$ cat config.mk
export PLATFORM = sky130hd
export DESIGN_NAME = tank_sprite_renderer
export DESIGN_NICKNAME = d
export VERILOG_FILES = /design/src/rtl/tank_sprite_renderer.sv
export SDC_FILE = /design/constraint.sdc
export NUM_CORES = 1
export LEC_CHECK = 0
export CORE_ASPECT_RATIO = 2
export CORE_MARGIN = 1
export CORE_UTILIZATION = 51
export CTS_CLUSTER_DIAMETER = 40
export DETAILED_ROUTE_END_ITERATION = 10
export GPL_ROUTABILITY_DRIVEN = 0
export PLACE_DENSITY = 0.81
export SLEW_MARGIN = 10
export SYNTH_ARGS = -nofsm -noshare
export SYNTH_HDL_FRONTEND = slang
export SYNTH_SLANG_ARGS = --single-unit
$ cat constraint.sdc
create_clock -name clock -period 3.2 [get_ports clock]
set_input_delay 0.32 -clock clock [delete_from_list [all_inputs] [get_ports clock]]
set_output_delay 0.32 -clock clock [all_outputs]
set_load 0.01 [all_outputs]
$ cat src/rtl/tank_sprite_renderer.sv
// Two-stage pixel pipeline that overlays one 16x16 tank icon on the video stream.
// Optional hit-blink support is compiled in with `SPRITE_FLASH_EN.
module tank_sprite_renderer #(
    parameter int VERT_PIXELS  = 768,
    parameter int FLASH_FRAMES = 16
) (
    input  logic        clock,
    input  logic        rst,
    input  logic [10:0] pixel_row,
    input  logic [10:0] pixel_column,
    input  logic        video_on,
    input  logic        horiz_sync,
    input  logic        vert_sync,
    input  logic [10:0] pos_x,
    input  logic [10:0] pos_y,
    input  logic [1:0]  orient,
    input  logic        pos_valid,
    output logic        pos_ack,
    input  logic        hit,
    output logic [1:0]  icon,
    output logic        hsync_out,
    output logic        vsync_out,
    output logic        video_on_out,
    output logic        frame_tick
);

    logic        fb;
    logic [10:0] x_act, y_act;
    logic [1:0]  or_act;
    logic        act_en;
    logic        blank;

    assign fb = (pixel_row == 11'(VERT_PIXELS)) && (pixel_column == 11'd0);

    // Position is only swapped at the frame boundary so the sprite never tears.
    always_ff @(posedge clock) begin
        if (rst) begin
            x_act      <= '0;
            y_act      <= '0;
            or_act     <= '0;
            act_en     <= 1'b0;
            pos_ack    <= 1'b0;
            frame_tick <= 1'b0;
        end else begin
            frame_tick <= fb;
            pos_ack    <= fb && pos_valid;
            if (fb && pos_valid) begin
                x_act  <= pos_x;
                y_act  <= pos_y;
                or_act <= orient;
                act_en <= 1'b1;
            end
        end
    end

`ifdef SPRITE_FLASH_EN
    logic [4:0] flash_cnt;

    always_ff @(posedge clock) begin
        if (rst)
            flash_cnt <= '0;
        else if (hit)
            flash_cnt <= 5'(FLASH_FRAMES);
        else if (fb && flash_cnt != 5'd0)
            flash_cnt <= flash_cnt - 5'd1;
    end

    assign blank = (flash_cnt != 5'd0) && flash_cnt[1];
`else
    logic unused_hit;
    assign unused_hit = hit;
    assign blank      = 1'b0;
`endif

    // Stage 1: sprite-relative coordinates with unsigned wrap.
    logic [10:0] dr, dc;
    logic        in_box;
    logic [3:0]  s1_r, s1_c;
    logic [1:0]  s1_or;
    logic        s1_in, s1_hs, s1_vs, s1_vo, s1_blank;

    assign dr     = pixel_row - y_act;
    assign dc     = pixel_column - x_act;
    assign in_box = act_en && video_on && (dr < 11'd16) && (dc < 11'd16);

    always_ff @(posedge clock) begin
        if (rst) begin
            s1_r     <= '0;
            s1_c     <= '0;
            s1_or    <= '0;
            s1_in    <= 1'b0;
            s1_hs    <= 1'b0;
            s1_vs    <= 1'b0;
            s1_vo    <= 1'b0;
            s1_blank <= 1'b0;
        end else begin
            s1_r     <= dr[3:0];
            s1_c     <= dc[3:0];
            s1_or    <= or_act;
            s1_in    <= in_box;
            s1_hs    <= horiz_sync;
            s1_vs    <= vert_sync;
            s1_vo    <= video_on;
            s1_blank <= blank;
        end
    end

    // Stage 2: rotate into the up-facing base frame, then look up the bitmap.
    logic [3:0] rp, cp;
    logic [1:0] code;

    always_comb begin
        rp = s1_r;
        cp = s1_c;
        case (s1_or)
            2'd1:    begin rp = ~s1_c; cp = s1_r;  end
            2'd2:    begin rp = ~s1_r; cp = ~s1_c; end
            2'd3:    begin rp = s1_c;  cp = ~s1_r; end
            default: begin rp = s1_r;  cp = s1_c;  end
        endcase
    end

    always_comb begin
        code = 2'b00;
        if ((cp == 4'd3 || cp == 4'd4 || cp == 4'd11 || cp == 4'd12) &&
            rp >= 4'd2 && rp <= 4'd13)
            code = 2'b11;
        else if ((cp == 4'd7 || cp == 4'd8) && rp <= 4'd7)
            code = 2'b10;
        else if (cp >= 4'd5 && cp <= 4'd10 && rp >= 4'd2 && rp <= 4'd13)
            code = 2'b01;
    end

    always_ff @(posedge clock) begin
        if (rst) begin
            icon         <= 2'b00;
            hsync_out    <= 1'b0;
            vsync_out    <= 1'b0;
            video_on_out <= 1'b0;
        end else begin
            icon         <= (s1_in && !s1_blank) ? code : 2'b00;
            hsync_out    <= s1_hs;
            vsync_out    <= s1_vs;
            video_on_out <= s1_vo;
        end
    end

endmodule

==> impl_metrics.ini, run 1 <==
[detailed_routing]
ant_nets = 0
wl_met1_um = 2190
vias_per_cell = 5.55
vias = 2441
drc = 0
totalWireLength_um = 5940
dr.pass1.iters = 4
top_layer_used = met4
wl_met2_um = 3450
dr.first_iter.drc_count = 56
wl_per_cell_um = 13.5
wl_met3_um = 158

[placed_design]
dp_slack_ns = 0.323
dpl-instance-area_um2 = 3360
portBuffers = 58
dp.cells = 432
hpwl_um = 4710

[floorplan]
num_rows = 37
die_h_um = 105
initial_core_util_pct = 52.9
dieArea_um2 = 5640
die_w_um = 53.6
core_area_um2 = 5140
io_pins = 60

[finish]
area_growth_pct = 27.1
drive_above_1_share_pct = 4.19
final_cells = 440
antenna_cells = 0
nets = 456
fillers = 424
fin_area_um2 = 3450

[clock_network]
post_cts_buffers = 0
clock_latency_ns = 0.30
clkSinkCount = 46
clk_pin_slew_ns = 0.08
htreeDepth = 2
clk_path_buf_depth = 2
cts.repair.resized = 0
numCtsBuffers = 5
cts-root-buf = clkbuf_8
hold_buffers = 0
cts_tree = yes

[global_route]
grt_max_degree = 43
gr-usage-all-layers_pct = 23.6
grt_remaining_overflow = 0
grt_pass1_vias = 2404
antenna_found_initial = 0
grt_pass1_wl_um = 9910

[logic_synthesis]
ys_top_cells_by_area = dfxtp_1 34%, mux2i_1 9.9%, ha_1 9.2%, nor2_1 5.9%, inv_1 4.6%
async_flop_share_pct = 0
synthesis.instances = 321
ys_ff_latch = 46
netlist_area_um2 = 2720
synth_edf_count = 0
yosysTopAreaCell = dfxtp_1
syn_area_per_cell_um2 = 8.47
synth.most_common_cell = dfxtp_1
synthTopCellsByCount = 46 x dfxtp_1, 43 x nor2_1, 33 x inv_1
ys_types = 47
yosys.area.top_type_share_pct = 33.9
synthFlopType = dfxtp_1
syn_nets = 396
yosysSeqAreaShare_pct = 33.9
yosys_warnings = 0

[worst_setup_path]
reg2reg_depth = 8
cp.depth = 11
path_delay_family = buffers and inverters
crit_chain = clkdlybuf4s50_1, inv_1, ha_1, fa_1, nor2b_1, nor3_1, o31ai_1, buf_4, nand2_1, a2111o_1, nor4_2
r2r_start = y_act[7]
r2r-end = s1_in
crit_type = in -> reg
cpMaxStageDelayCell = clkdlybuf4s50_1
cp-start-kind = input pin
end_kind = flip-flop
critPathCapture = s1_in
cp.buffers_inverters = 3
worstPathRequired_ns = 3.42
max_stage_delay_ns = 0.48
startpoint = pixel_row[0]
critPathMaxFanout = 4
cp.arrival_ns = 2.79
timing.reg2reg.setup_slack_ns = 0.79

[job]
cap_violations = 0

[timing]
finalCritPeriodShare_pct = 80.6
setup-tns-final_ns = 0
setup_viol_count_final = 0
period_needed_ns = 2.58
max_clock_freq_mhz = 388
fin_skew_ns = 0.00803
rsz0062_at_grt = no
hold_viol_final = 0
worst_pin_slew_ns = 0.433
fin_ws_ns = 0.622
slew_violations = 0
timing.slew.headroom_pct = 70.9

[power_and_ir_drop]
p_per_area_nw_per_um2 = 340
irDropWorstVdd_v = 0.000386
p_leak_uw = 0.00128

[hold_path]
hp-start = s1_vs
hold_class = reg -> reg

[run_status]
outcome = finished, final reports clean
==> per-layer routing <==
layer  global-route usage (%)  vias up
met5                        0        -
met4                     10.2        0
met3                     3.03       11
met2                     45.0       58
met1                     23.1     1146
li1                         -     1226
==> worst reg2reg max path, delay by kind of cell, from the launching register on <==
kind	cells	cell delay, ns
simple gates	5	1.22
flops	1	0.34
fa+ha+maj	1	0.36
compound gates	1	0.36
buf+inv	1	0.04
==> where the power goes <==
group	leakage, uW	switching [uW]	internal (uW)
Clock	0.0000482	191	174
Sequential	0.000374	6.21	582
Combinational	0.000859	99.0	120
Total	0.00128	297	876
==> registers in the layout, summed over array words and instances (netlist names), 2 cells and up <==
signal and flops:
y_act 11, s1_r 4, s1_or 2, icon 2
s1_c 4, or_act 2, x_act 11
==> worst min-delay path by stage <==
stage / endpoint / slack, ns / cells past startpoint
5_1_grt: hsync_out / 0.46 / 1
6_report: vsync_out / 0.45 / 1
4_1_cts: vsync_out / 0.46 / 1
3_3_place_gp: video_on_out / 0.41 / 1
2_1_floorplan: s1_vo / 0.39 / 1
3_5_place_dp: hsync_out / 0.43 / 1
==> layout make-up <==
class	count	area (um^2)	area share [%]
multi-input combinational	233	1630	47.3
sequential	46	921	26.7
timing repair buffer	62	611	17.7
inverter	33	124	3.59
clock buffer	7	86.3	2.50
tap	58	72.6	2.10
clock inverter	1	5.00	0.145
==> stage by stage <==
step                utilization, %  hold WS (ns)  total power, uW
floorplan                        -         0.392              718
finish                        67.2         0.446             1170
global route                  67.2         0.462             1230
global placement              65.4         0.415              815
detailed placement            65.4         0.435              818
CTS                           67.2         0.455             1190
==> logic make-up (layout without fill, tap and decap cells) <==
| logic type | count (synthesis) | after routing | share of synthesized area [%] |
|---|---|---|---|
| AND/OR/NAND/NOR | 112 | 112 | 20.5 |
| AO/OA/AOI/OAI | 58 | 58 | 14.5 |
| flip-flops | 46 | 46 | 33.9 |
| buffers and inverters | 42 | 103 | 5.99 |
| multiplexers | 27 | 27 | 9.94 |
| adder cells (fa/ha/maj) | 22 | 22 | 10.7 |
| XOR/XNOR | 14 | 14 | 4.51 |
==> placed cells by master, fill, tap and decap left out, types with 4 or more instances in the layout <==
cell and count:
a21o_1 6, a21oi_1 11, a31oi_1 4, buf_4 4, clkbuf_8 6, clkdlybuf4s50_1 58, dfxtp_1 46, ha_1 20
inv_1 33, mux2i_1 27, nand2_1 17, nand3_1 8, nor2_1 43, nor2b_1 15, nor3_1 5, nor3b_1 4
nor4_1 5, o21ai_0 7, o21ai_1 4, xnor2_1 9, xor2_1 5
No activity file was read; power rests on OpenSTA's default activity.
==> run 2: changes to the inputs <==
--- a/config.mk
+++ b/config.mk
@@ -7,11 +7,11 @@
 export LEC_CHECK = 0
 export CORE_ASPECT_RATIO = 2
 export CORE_MARGIN = 1
-export CORE_UTILIZATION = 51
+export CORE_UTILIZATION = 46
 export CTS_CLUSTER_DIAMETER = 40
 export DETAILED_ROUTE_END_ITERATION = 10
 export GPL_ROUTABILITY_DRIVEN = 0
-export PLACE_DENSITY = 0.81
+export PLACE_DENSITY = 0.77
 export SLEW_MARGIN = 10
 export SYNTH_ARGS = -nofsm -noshare
 export SYNTH_HDL_FRONTEND = slang
==> constraint.sdc (replaced) <==
create_clock -name clock -period 2.35 [get_ports clock]
set_input_delay 0.235 -clock clock [delete_from_list [all_inputs] [get_ports clock]]
set_output_delay 0.235 -clock clock [all_outputs]
set_load 0.01 [all_outputs]
==> impl_metrics.ini, run 2 (same netlist as run 1, synthesis figures left out) <==
[run_status]
outcome = finished, final reports clean

[timing]
holdWs_ns = 0.388
slew_violations = 0
fin_ws_ns = 0.0264
hold_viol_final = 0
rsz0062_at_grt = yes
setup_viol_count_final = 0
finalCritPeriodShare_pct = 98.9
timing.slew.headroom_pct = 71.4
worst_pin_slew_ns = 0.426
period_needed_ns = 2.32
max_clock_freq_mhz = 430
fin_skew_ns = 0.00350

[worst_setup_path]
cp.depth = 13
cp-start-kind = input pin
cpMaxStageDelayCell = clkdlybuf4s50_1
path_delay_family = buffers and inverters
r2r-end = s1_in
cp.arrival_ns = 2.53
worstPathRequired_ns = 2.56
crit_chain = clkdlybuf4s50_1, ha_1, a21o_1, nand2_2, o21ai_4, a31oi_1, buf_4, buf_4, buf_4, buf_4, o21ai_1, nand2_1, nor4_2
end_kind = flip-flop
timing.reg2reg.setup_slack_ns = 0.04
cp_common_cell = buf_4
r2r_start = x_act[0]
critPathMaxFanout = 3
max_stage_delay_ns = 0.45
crit_type = in -> reg
cp.buffers_inverters = 5
reg2reg_depth = 14

[global_route]
antenna_found_initial = 0
grt_remaining_overflow = 0
grt_pass1_vias = 2703
grt_max_degree = 43
grt_pass1_wl_um = 11400
gr-usage-all-layers_pct = 23.6

[finish]
layout_commonest_cell = clkdlybuf4s50_1
fin_area_um2 = 3980
final_cell_mix = 55 x clkdlybuf4s50_1, 48 x buf_4, 44 x dfxtp_1
reg_top3 = x_act (11), y_act (11)
final_util_pct = 69.7
drive_above_1_share_pct = 18.0
antenna_cells = 0
area_growth_pct = 46.5
nets = 502

[power_and_ir_drop]
p_total_uw = 1980
p_leak_uw = 0.00157
irDropWorstVdd_v = 0.000724
p_per_area_nw_per_um2 = 499

[floorplan]
num_rows = 39
die_h_um = 111
io_pins = 60
dieArea_um2 = 6240
core_area_um2 = 5710
initial_core_util_pct = 47.6
die_w_um = 56.4

[hold_path]
hold_class = in -> reg
whs_endpoint = s1_c[0]
hp-start = pixel_column[0]
min_path_cells = 4

[detailed_routing]
drc = 0
vias_per_cell = 5.39
ant_nets = 0
wl_per_cell_um = 14.6
totalWireLength_um = 7140
vias = 2635
dr.first_iter.drc_count = 68
dr.pass1.iters = 4

[clock_network]
clk_path_buf_depth = 2
cts-root-buf = clkbuf_16
clkSinkCount = 46
cts_tree = yes
clock_latency_ns = 0.29
clk_pin_slew_ns = 0.06
htreeDepth = 2
numCtsBuffers = 5

[placed_design]
portBuffers = 58
dp_slack_ns = -0.429
dpl-instance-area_um2 = 3660
hpwl_um = 5270

[job]
cap_violations = 0
-- run 2: cell types whose count changed in the layout (fill, tap and decap cells not counted), moves of 3 or more --
cell	previous run	this run
buf_4	4	48
clkbuf_16	0	5
clkbuf_8	6	0
clkdlybuf4s50_1	58	55
ha_1	20	17
-- run 2: per-stage QoR --
| stage | TNS [ns] | std cells |
|---|---|---|
| after global placement | -1.45 | 473 |
| after CTS | 0 | 485 |
| after floorplan | 0 | 321 |
| after global routing | -0.0746 | 489 |
| after detailed placement | -1.75 | 473 |
| final | 0 | 489 |
-- run 2: power by group --
part	total [uW]	switching [uW]	internal [uW]
sequential	802	9.43	793
combinational	379	163	216
clock	804	302	502
-- run 2: what timing repair did --
item | in CTS | in global routing
cloned | 0 | 0
setup endpoints to repair | 1 | 1
pin swaps | 6 | 11
setup buffers | 4 | 4
gates resized for setup | 10 | 14
hold buffers | 0 | 0
-- run 2: how the worst max path moves through the flow --
stage | start | end | slack, ns
detailed placement | pixel_row[0] | s1_in | -0.43
global placement | pixel_column[0] | s1_in | -0.35
global route | x_act[0] | s1_in | -0.07
floorplan | y_act[0] | s1_in | 0.13
CTS | pixel_row[7] | s1_in | 0.005
finish | pixel_column[2] | s1_in | 0.03
-- run 2: final cells by class --
class	instances	area (um^2)
clock buffers	6	129
clock inverters	2	37.5
fillers	447	1730
inverters	33	124
multi-input cells	233	1720
flip-flops and latches	46	923
well taps	61	76.3
repair buffers	108	976
-- run 2: worst min-delay path: stages --
cell            delay (ns)
dlymetal6s2s_1        0.13
inv_1                 0.10
ha_4                  0.14
nor2_1                0.03
-- run 2: per-layer routing --
layer / part of all wire (%) / vias up / track usage [%]
li1: - / 1329 / -
met5: 0 / - / 0
met4: 3.4 / 0 / 11.9
met2: 57 / 75 / 46.4
met1: 36 / 1211 / 22.1
met3: 3.3 / 20 / 3.97
==> variant 1, RTL diff (flow settings as in run 2) <==
The option `SPRITE_FLASH_EN` is turned on by a define.
--- a/src/rtl/tank_sprite_renderer.sv
+++ b/src/rtl/tank_sprite_renderer.sv
@@ -1,5 +1,7 @@
 // Two-stage pixel pipeline that overlays one 16x16 tank icon on the video stream.
 // Optional hit-blink support is compiled in with `SPRITE_FLASH_EN.
+`define SPRITE_FLASH_EN
+
 module tank_sprite_renderer #(
     parameter int VERT_PIXELS  = 768,
     parameter int FLASH_FRAMES = 16
Function: changed (a bounded check fails within 10 cycles, from zero or initial values and one cycle with rst high).
==> variant 1 against run 2 <==
Routed wire length increased by 6.9%; first-iteration DRC count up 66%; clock skew rose by 0.0025 ns; sequential cell count up 6; core utilization down 4.8 points; worst setup slack improved by 0.028 ns; power rose by 1.1%; final area rose by 3.0%; final cell count increased by 6.5%; area after synthesis up 11%; critical path depth is 4 lower; combinational power down 8.4%; critical path type is now reg2reg; largest cell class unchanged; largest power group is now registers.
==> variant 1: results (changes against run 2) <==
Place
  • Placement Setup Slack: -0.629 ns (-0.200 ns)
  • Placed Cells: 511 (+8.0%)
  • Dpl cell area: 3870 um2 (+5.6%)

Final layout
  • Area Overhead vs Synth: 36.0%
  • Clock-cell share: 0.0366 (-0.00518)
  • NonClk Buf Share: 0.205 (-0.0398)
  • Filler Cell Count: 535 (+20%)
  • Layout cells sized above 1: 0.136 (-0.0443)
  • Non-Filler Instances: 521 (+6.5%)
  • Fraction of area in multi-input gates: 0.446 (+0.0150)

Drt
  • Vias per cell: 5.40 (+0.13%)
  • Initial DRC Count: 113 (+66%)
  • DR WL met3: 274 um (+17%)
  • Met1 Routed Length: 2690 um (+5.3%)
  • Avg WL per Cell: 14.6 um (+0.31%)

Power
  • Leak: 1.56 nW (-0.29%)
  • Reg power frac: 0.451 (+0.047)
  • Peak supply drop: 0.338 mV (-53%)

Global routing
  • Largest net degree at the start of global routing: 45 (+4.7%)
  • Met3 usage: 0.0432 (+0.00352)

Critical path
  • FF-to-FF Start: y_act[0]
  • Worst Path Max Fanout: 2 (-1)
  • Reg2Reg Depth: 9 (-5)
  • CP Launch Type: register
  • Max stage delay cell, worst path: fa_2

Logic synthesis
  • Synth top cells by count: dfxtp_1, nor2_1, inv_1, mux2i_1, ha_1
  • Netlist cell types: 52 (+11%)
  • Post-synthesis area per instance: 8.61 um2 (+1.7%)

Clock tree
  • Post-cts resize count: 13 (+3)
  • Setup bufs post-CTS: 1 (-3)

Timing
  • Final worst setup slack: 0.0541 ns (+0.0277 ns)
  • Max Clock Skew: 0.00595 ns (+0.00245 ns)

Outcome
  • Status: complete, no violations
[variant 1: changes by cell type in the layout (fill, tap and decap cells not counted), moves of 3 or more]
cell | before | now
a21o_1 | 6 | 2
buf_4 | 48 | 30
dfxtp_1 | 44 | 49
nand2b_1 | 1 | 4
nand3_1 | 8 | 11
nor2_1 | 43 | 50
nor2b_1 | 14 | 11
nor3_1 | 4 | 7
nor3b_1 | 4 | 0
o21ai_0 | 5 | 9
[variant 1: cell families (layout without fill, tap and decap cells)]
logic type | count (synthesis) | count (layout) | share of synthesized area
adder cells (fa/ha/maj) | 24 | 24 | 0.105
multiplexers | 29 | 29 | 0.0967
buffers and inverters | 47 | 132 | 0.0672
XOR/XNOR | 15 | 15 | 0.0436
flip-flops | 52 | 52 | 0.345
AND/OR/NAND/NOR | 120 | 120 | 0.191
AO/OA/AOI/OAI | 63 | 63 | 0.151
==> variant 2, RTL diff (config.mk and constraints of run 2) <==
Without the edit above. `s1_r` no longer has a reset.
--- a/src/rtl/tank_sprite_renderer.sv
+++ b/src/rtl/tank_sprite_renderer.sv
@@ -85,7 +85,6 @@
 
     always_ff @(posedge clock) begin
         if (rst) begin
-            s1_r     <= '0;
             s1_c     <= '0;
             s1_or    <= '0;
             s1_in    <= 1'b0;
@@ -94,7 +93,6 @@
             s1_vo    <= 1'b0;
             s1_blank <= 1'b0;
         end else begin
-            s1_r     <= dr[3:0];
             s1_c     <= dc[3:0];
             s1_or    <= or_act;
             s1_in    <= in_box;
@@ -103,6 +101,10 @@
             s1_vo    <= video_on;
             s1_blank <= blank;
         end
+    end
+
+    always_ff @(posedge clock) begin
+        s1_r <= dr[3:0];
     end
 
     // Stage 2: rotate into the up-facing base frame, then look up the bitmap.
Function: no difference found for any inputs over 10 cycles, from zero or initial values and one cycle with rst high; that may be too few to reach the edited logic, so the function may still have changed.
==> variant 2 against run 2 <==
Area after synthesis is essentially flat; core utilization shrank 4.0 points; register-to-register slack lost 0.04 ns; final area shrank 5.7%; first-iteration DRC count shrank 12%; critical path depth shrank 3; sequential cell count is the same; worst setup slack lost 0.022 ns; routed wire length shrank 5.3%; power shrank 2.1%.
==> variant 2: results (changes against run 2) <==
Outcome
  • Status: complete, no violations

Clock tree
  • Longest Clk Path Bufs: 2 (unchanged)
  • Clock Tree Root: clkbuf_16

Logic synthesis
  • Synth top cells by count: dfxtp_1, nor2_1, inv_1, mux2i_1, ha_1
  • Syn nets: 385 (-2.8%)
  • Cells after synthesis: 310 (-3.4%)
  • Netlist cell types: 48 (+2.1%)
  • Largest cells by area after synthesis: dfxtp_1, mux2i_1, ha_1
  • Seq/Total Area, Yosys: 0.339 (about the same)

Drt
  • Initial DRC Count: 60 (-12%)
  • Met1 Routed Length: 2410 um (-5.9%)
  • Vias per cell: 5.41 (+0.48%)
  • DR WL met3: 156 um (-33%)
  • Top Layer Used: met4
  • Avg WL per Cell: 14.8 um (+1.5%)
  • Met2 WL: 3940 um (-4.0%)

Power
  • Leak: 1.45 nW (-7.5%)
  • Pint: 1.48 mW (-1.9%)
  • Reg power frac: 0.413 (+0.009)
  • Switching Share: 0.236 (-0.00222)
  • Peak supply drop: 0.871 mV (+20%)
  • Clock share of power: 0.411 (+0.006)

Place
  • Post-DP HPWL: 5310 um (+0.71%)
  • Placement Setup Slack: -0.420 ns (+0.00897 ns)
  • Dpl cell area: 3520 um2 (-3.9%)
  • Placed Cells: 446 (-5.7%)

Critical path
  • Crit-path max cell delay: 0.39 ns (-0.06 ns)
  • Worst reg2reg setup slack: 0.004 ns (-0.04 ns)
  • Max stage delay cell, worst path: fa_2
  • Crit path from: x_act[0]
  • Reg2Reg Depth: 10 (-4)

Final layout
  • Nets: 469 (-6.6%)
  • Final Cell Area: 3750 um2 (-5.7%)
  • Non-Filler Instances: 456 (-6.7%)
  • Largest regs: x_act x11, y_act x11
  • Filler Cell Count: 466 (+4.3%)
  • Layout cells sized above 1: 0.142 (-0.0381)

Timing
  • Max Clock Skew: 0.00402 ns (+0.000521 ns)
  • Worst Tran Pin Value: 0.383 ns (-0.0428 ns)
  • Hold WS: 0.356 ns (-0.0319 ns)

Global routing
  • Largest net degree at the start of global routing: 38 (-12%)
  • Total GRT Usage: 0.230 (-0.00649)
  • Number of global-route vias before repair: 2521 (-6.7%)
  • GR Util met2: 0.452 (-0.0119)
  • First-pass GRT wire length: 11200 um (-2.2%)
  • Met3 usage: 0.0385 (-0.00117)
  • Met1 Use GR: 0.209 (-0.0120)

Min path
  • Hold Path End: s1_r[0]
  • Hold Path Depth: 4 (unchanged)
  • Hold_sp: pixel_row[0]
## variant 2: changes by cell type after synthesis, sizes merged, moves of 3 or more
cell / change
nor3b: -4
and2: +3
a21o: -3
nor2b: -3
o21ai: -6
nand2b: +4
nor3: +3
nand2: -6
nor4: +3
## variant 2: worst max-delay path by stage
| stage | cells after the start | slack, ns | end |
|---|---|---|---|
| after CTS | 11 | 0.01 | s1_in |
| after global placement | 12 | -0.31 | s1_in |
| after floorplan | 10 | 0.21 | s1_in |
| final | 10 | 0.004 | s1_in |
| after detailed placement | 12 | -0.42 | s1_in |
| after global routing | 10 | -0.07 | s1_in |
## variant 2: worst max-delay path, delay by kind of cell (launching register included)
family / cells / cell delay, ns
muxes: 1 / 0.26
buffers and inverters: 1 / 0.04
DFF: 1 / 0.34
and+or+nand+nor: 3 / 0.47
AOI/OAI and AO/OA: 3 / 0.57
adders and majority gates: 2 / 0.56
## variant 2: area by class of cell
class,instances,share of cell area
Tap cell,61,0.0203
Clock inverter,2,0.0100
Inverter,32,0.0320
Sequential cell,46,0.246
Clock buffer,6,0.0343
Timing Repair Buffer,86,0.213
Multi-Input combinational cell,223,0.445
## variant 2: what timing repair did
action / CTS / global route
gates resized for setup: 5 / 11
endpoints found under the hold margin: 0 / 0
setup endpoints to repair: 1 / 16
pin swaps: 0 / 10
setup buffers: 0 / 2
## variant 2: logic make-up after synthesis
kind of cell             after synthesis  share of synthesized area
AO/OA/AOI/OAI                         48                      0.130
XOR/XNOR                              14                     0.0452
adder cells (fa/ha/maj)               22                      0.107
buffers and inverters                 41                     0.0613
flip-flops                            46                      0.339
multiplexers                          29                      0.116
AND/OR/NAND/NOR                      110                      0.201
